$ cat src/rtl/scoreboard_pkg.sv
// Shared types and constants for the dual-issue GPR scoreboard.
package scoreboard_pkg;

  localparam int SB_LAT_W = 3;

  typedef logic [SB_LAT_W-1:0] lat_t;
  typedef logic [4:0]          reg_addr_t;

  localparam lat_t SB_STICKY = '1;

endpackage

$ cat src/rtl/sb_entry.sv
// One register's latency countdown; all-ones holds until a writeback.
module sb_entry
  import scoreboard_pkg::*;
#(
  parameter int LAT_W = SB_LAT_W
) (
  input  logic             clk,
  input  logic             rst_n,
  input  logic             flush,
  input  logic             set_s,
  input  logic [LAT_W-1:0] lat_s,
  input  logic             set_m,
  input  logic [LAT_W-1:0] lat_m,
  input  logic             clr,
  output logic             ready
);

  logic [LAT_W-1:0] cnt_q;
  logic [LAT_W-1:0] cnt_d;

  always_comb begin
    cnt_d = cnt_q;
    if (flush) begin
      cnt_d = '0;
    end else if (set_s) begin
      cnt_d = lat_s;
    end else if (set_m) begin
      cnt_d = lat_m;
    end else if (clr) begin
      cnt_d = '0;
    end else if (&cnt_q) begin
      cnt_d = cnt_q;
    end else if (cnt_q != '0) begin
      cnt_d = cnt_q - 1'b1;
    end
  end

  always_ff @(posedge clk or negedge rst_n) begin
    if (!rst_n) cnt_q <= '0;
    else        cnt_q <= cnt_d;
  end

  assign ready = (cnt_q == '0);

endmodule

$ cat src/rtl/issue_scoreboard.sv
// Dual-issue RAW scoreboard over 31 GPRs; master slot gates slave slot.
// Stall counter is built only with SCOREBOARD_PERF_EN defined.
module issue_scoreboard
  import scoreboard_pkg::*;
#(
  parameter int LAT_W = 3
) (
  input  logic             clk,
  input  logic             rst_n,
  input  logic             flush,
  input  logic             master_valid,
  input  logic             slave_valid,
  input  reg_addr_t        master_rs,
  input  reg_addr_t        master_rt,
  input  reg_addr_t        slave_rs,
  input  reg_addr_t        slave_rt,
  input  logic             master_dst_en,
  input  logic             slave_dst_en,
  input  reg_addr_t        master_dst,
  input  reg_addr_t        slave_dst,
  input  logic [LAT_W-1:0] master_lat,
  input  logic [LAT_W-1:0] slave_lat,
  input  logic             master_wb_en,
  input  logic             slave_wb_en,
  input  reg_addr_t        master_wb_addr,
  input  reg_addr_t        slave_wb_addr,
  output logic             master_issue_ok,
  output logic             slave_issue_ok,
  output logic [31:0]      perf_stall_cycles
);

  logic [31:0] rdy;
  logic        m_ok;
  logic        s_ok;
  logic        hazard;
  logic        m_wr;
  logic        s_wr;

  assign rdy[0] = 1'b1;

  for (genvar r = 1; r < 32; r++) begin : g_ent
    sb_entry #(.LAT_W(LAT_W)) u_ent (
      .clk   (clk),
      .rst_n (rst_n),
      .flush (flush),
      .set_s (s_wr && slave_dst == reg_addr_t'(r)),
      .lat_s (slave_lat),
      .set_m (m_wr && master_dst == reg_addr_t'(r)),
      .lat_m (master_lat),
      .clr   ((master_wb_en && master_wb_addr == reg_addr_t'(r)) ||
              (slave_wb_en && slave_wb_addr == reg_addr_t'(r))),
      .ready (rdy[r])
    );
  end

  // Slave may not read what its paired master writes this cycle.
  always_comb begin
    m_ok   = master_valid && rdy[master_rs] && rdy[master_rt];
    hazard = master_dst_en && (master_dst != '0) &&
             (slave_rs == master_dst || slave_rt == master_dst);
    s_ok   = slave_valid && m_ok && rdy[slave_rs] &&
             rdy[slave_rt] && !hazard;
    m_wr   = m_ok && master_dst_en && (master_dst != '0);
    s_wr   = s_ok && slave_dst_en && (slave_dst != '0);
  end

  assign master_issue_ok = m_ok;
  assign slave_issue_ok  = s_ok;

`ifdef SCOREBOARD_PERF_EN
  logic [31:0] perf_q;
  logic [31:0] perf_d;

  always_comb begin
    perf_d = perf_q;
    if (master_valid && !m_ok) perf_d = perf_q + 32'd1;
  end

  always_ff @(posedge clk or negedge rst_n) begin
    if (!rst_n) perf_q <= '0;
    else        perf_q <= perf_d;
  end

  assign perf_stall_cycles = perf_q;
`else
  assign perf_stall_cycles = '0;
`endif

endmodule

$ cat config.mk
export PLATFORM = sky130hd
export DESIGN_NAME = issue_scoreboard
export DESIGN_NICKNAME = d
export VERILOG_FILES = /design/src/rtl/scoreboard_pkg.sv /design/src/rtl/sb_entry.sv /design/src/rtl/issue_scoreboard.sv
export SDC_FILE = /design/constraint.sdc
export NUM_CORES = 1
export LEC_CHECK = 0
export CORE_MARGIN = 5
export CORE_UTILIZATION = 45
export CTS_CLUSTER_DIAMETER = 150
export DETAILED_ROUTE_END_ITERATION = 10
export PLACE_DENSITY_LB_ADDON = 0.2
export SYNTH_ARGS = -nofsm -noshare
export SYNTH_HDL_FRONTEND = slang
export SYNTH_SLANG_ARGS = --single-unit
$ cat constraint.sdc
create_clock -name clk -period 4.14 [get_ports clk]
set_clock_uncertainty 0.05 [all_clocks]
set_input_delay 0.414 -clock clk [delete_from_list [all_inputs] [get_ports clk]]
set_output_delay 0.414 -clock clk [all_outputs]
set_load 0.03 [all_outputs]
==> key figures <==
Outcome
  • Outcome: finished, final reports clean

Route
  • Wire length per cell: 23.4 um
  • Avg Vias per Cell: 6.46
  • Via Count: 10,900
  • Drt pass-1 iters: 6
  • Post-route ant nets: 0
  • DRC marker count from the first detailed-route iteration: 1,389
  • DRC Markers: 0
  • WL final: 39,400 um

Global route
  • Largest net degree at the start of global routing: 68
  • Overall routing resource usage: 27.5%
  • Vias in the first global route: 10,200
  • First-pass GRT wire length: 60,000 um
  • Antenna violations before repair: 1
  • Total congestion overflow: 0

Die
  • Core Region: 24,200 sq um
  • Initial Utilization: 45.3%
  • Die footprint: 27,600 sq um
  • I/O pin cnt: 89
  • Row cnt: 57
  • Chip height: 166 um
  • Die width: 166 um

Synthesis
  • #FFs+latches synth: 93
  • EDFF count, synth: 0
  • Netlist cell types: 65
  • Leading area contributor after synthesis: dfrtp_1
  • Synth Area per Inst: 8.31 sq um
  • Synth Instances: 1,319
  • Async S/R FF share, synth: 100%
  • Register area share after synthesis: 21.2%
  • Mapped Area: 11,000 sq um
  • Yosys top cell area share: 21.2%
  • Top cells by area, synth: dfrtp_1 21%, ha_1 11%, mux2i_1 9.7%
  • Synthesis warning total: 0
  • Main flop type after synthesis: dfrtp_1

Layout
  • Top Registers: g_ent.u_ent.cnt_q: 93 flops
  • Share of layout cells above drive strength 1: 8.71%
  • Fill count: 2,286
  • Nets: 1,497
  • Most frequent cells in the layout: 106 x mux2i_1, 105 x inv_1, 93 x ha_1, 93 x dfrtp_1
  • Max FFs per register: 93
  • Most flop-heavy register: g_ent.u_ent.cnt_q
  • Number of non-filler instances in the completed layout: 1,679
  • Area delta synth->final: 10.8%
  • Commonest non-fill, non-tap cell in the layout: mux2i_1

Pwr
  • Pwr dens: 634 nW/um^2
  • Leakage power: 5.36 nW
  • Peak supply drop: 0.233 mV

Clocking
  • CTS tree: done
  • Post-cts hold buffer count: 0
  • # clock sinks: 93
  • Htree depth: 3
  • Post-cts resize count: 0
  • Root buf cell: clkbuf_16
  • Clock-pin slew of the registers on the worst-case setup and hold paths: 0.07 ns
  • CTS buffer count: 9
  • Max Root-Sink Buffers: 2
  • Clk Latency, worst-skew pair: 0.36 ns
  • Postcts setup bufs: 0

STA
  • Min cycle time layout: 4.04 ns
  • Final period utilization: 97.5%
  • Finish-stage setup viols: 0
  • Final Hold Fails: 0
  • Hold slack: 0.112 ns
  • Setup ws final: 0.105 ns
  • FMAX: 0.248 GHz
  • Slew @ Worst Pin: 0.954 ns
  • Setup tns final: 0 ns
  • Slew Viols, Final: 0
  • RSZ-0062 raised after global routing: false
  • Slew Limit Headroom: 36.2%

Setup path
  • Setup CP Type: flop to primary output
  • Critical path peak fanout: 20
  • Worst path required time: 3.68 ns
  • Element type at the critical path start: flop
  • Worst path arrival time: 3.57 ns
  • R2R Setup Slk: 0.32 ns
  • Crit end category: primary output

Placed design
  • HPWL Detailed: 29,700 um
  • Setup WS pre-CTS: 0.272 ns
  • Port bufs: 56
  • Post-placement cell count: 1,662
  • GP Congestion: 0.984

Min path
  • Worst Hold Class: input port to async pin

Job
  • # Max-Cap Violations: 0
==> routing by layer <==
layer  wire length, um  track usage, %
met1             16900            38.6
met4              1540            10.7
met5                16               0
met2             16500            40.7
met3              4440            7.05
==> final timing paths <==
kind	depth (start not counted)	start	to
hold reg to reg	3	g_ent[17].u_ent.cnt_q[2]$_DFFE_PN0P_	g_ent[17].u_ent.cnt_q[2]$_DFFE_PN0P_
max in group asynchronous	2	rst_n	g_ent[9].u_ent.cnt_q[1]$_DFFE_PN0P_
setup reg to reg	10	g_ent[16].u_ent.cnt_q[0]$_DFFE_PN0P_	g_ent[27].u_ent.cnt_q[0]$_DFFE_PN0P_
setup / recovery	10	g_ent[8].u_ent.cnt_q[0]$_DFFE_PN0P_	slave_issue_ok
hold / removal	1	rst_n	g_ent[14].u_ent.cnt_q[0]$_DFFE_PN0P_
min in group clk	3	g_ent[17].u_ent.cnt_q[2]$_DFFE_PN0P_	g_ent[17].u_ent.cnt_q[2]$_DFFE_PN0P_
==> where the power goes <==
part	leakage, nW	internal [mW]	switching (mW)
logic	4.00	2.25	2.92
clock network	0.140	0.472	0.398
registers	1.22	1.28	0.384
==> synthesized netlist by cell type, drive strengths merged (41+ instances only) <==
master  instances
inv           108
mux2i         106
dfrtp          93
ha             93
a21oi          86
nor2           86
nand2          79
a221oi         68
clkbuf         64
a211oi         55
nor2b          55
nand4          51
buf            50
xnor2          41
==> logic make-up (layout without fill, tap and decap cells) <==
group	after synthesis	after routing	share of synthesized area [%]
multiplexers	130	130	14.1
AND/OR/NAND/NOR	399	399	19.8
flip-flops	93	93	21.2
other	1	33	0.0342
adder cells (fa/ha/maj)	93	93	10.6
AO/OA/AOI/OAI	339	339	22.0
buffers and inverters	223	227	8.83
XOR/XNOR	41	41	3.28
==> worst max-delay path, cell delays in order (launching register included) <==
cell and delay (ns):
dfrtp_1 0.42, inv_1 0.09, ha_1 0.25, nor2b_1 0.52, mux4_2 0.36, mux2i_1 0.11
a311oi_4 0.39, nand4_4 0.37, buf_4 0.34, nor2_1 0.17, buf_4 0.18
==> per-stage QoR <==
step	cell area, sq um	util [%]	power [mW]
floorplan	11100	-	5.25
global route	12100	50.2	8.33
detailed placement	11800	49.0	6.75
CTS	12100	50.2	7.64
global placement	11800	49.0	6.65
finish	12100	50.2	7.70
==> layout make-up <==
type	count	area, sq um	share of cell area, %
Timing Repair Buffer	102	891	7.34
Inverter	109	410	3.38
Clock buffer	11	233	1.92
Sequential cell	93	2330	19.2
Antenna cell	1	2.50	0.0206
Multi-Input combinational cell	1034	7810	64.3
Clock inverter	5	60.1	0.495
Tap cell	324	405	3.34
Power figures use the tool's default switching activity.
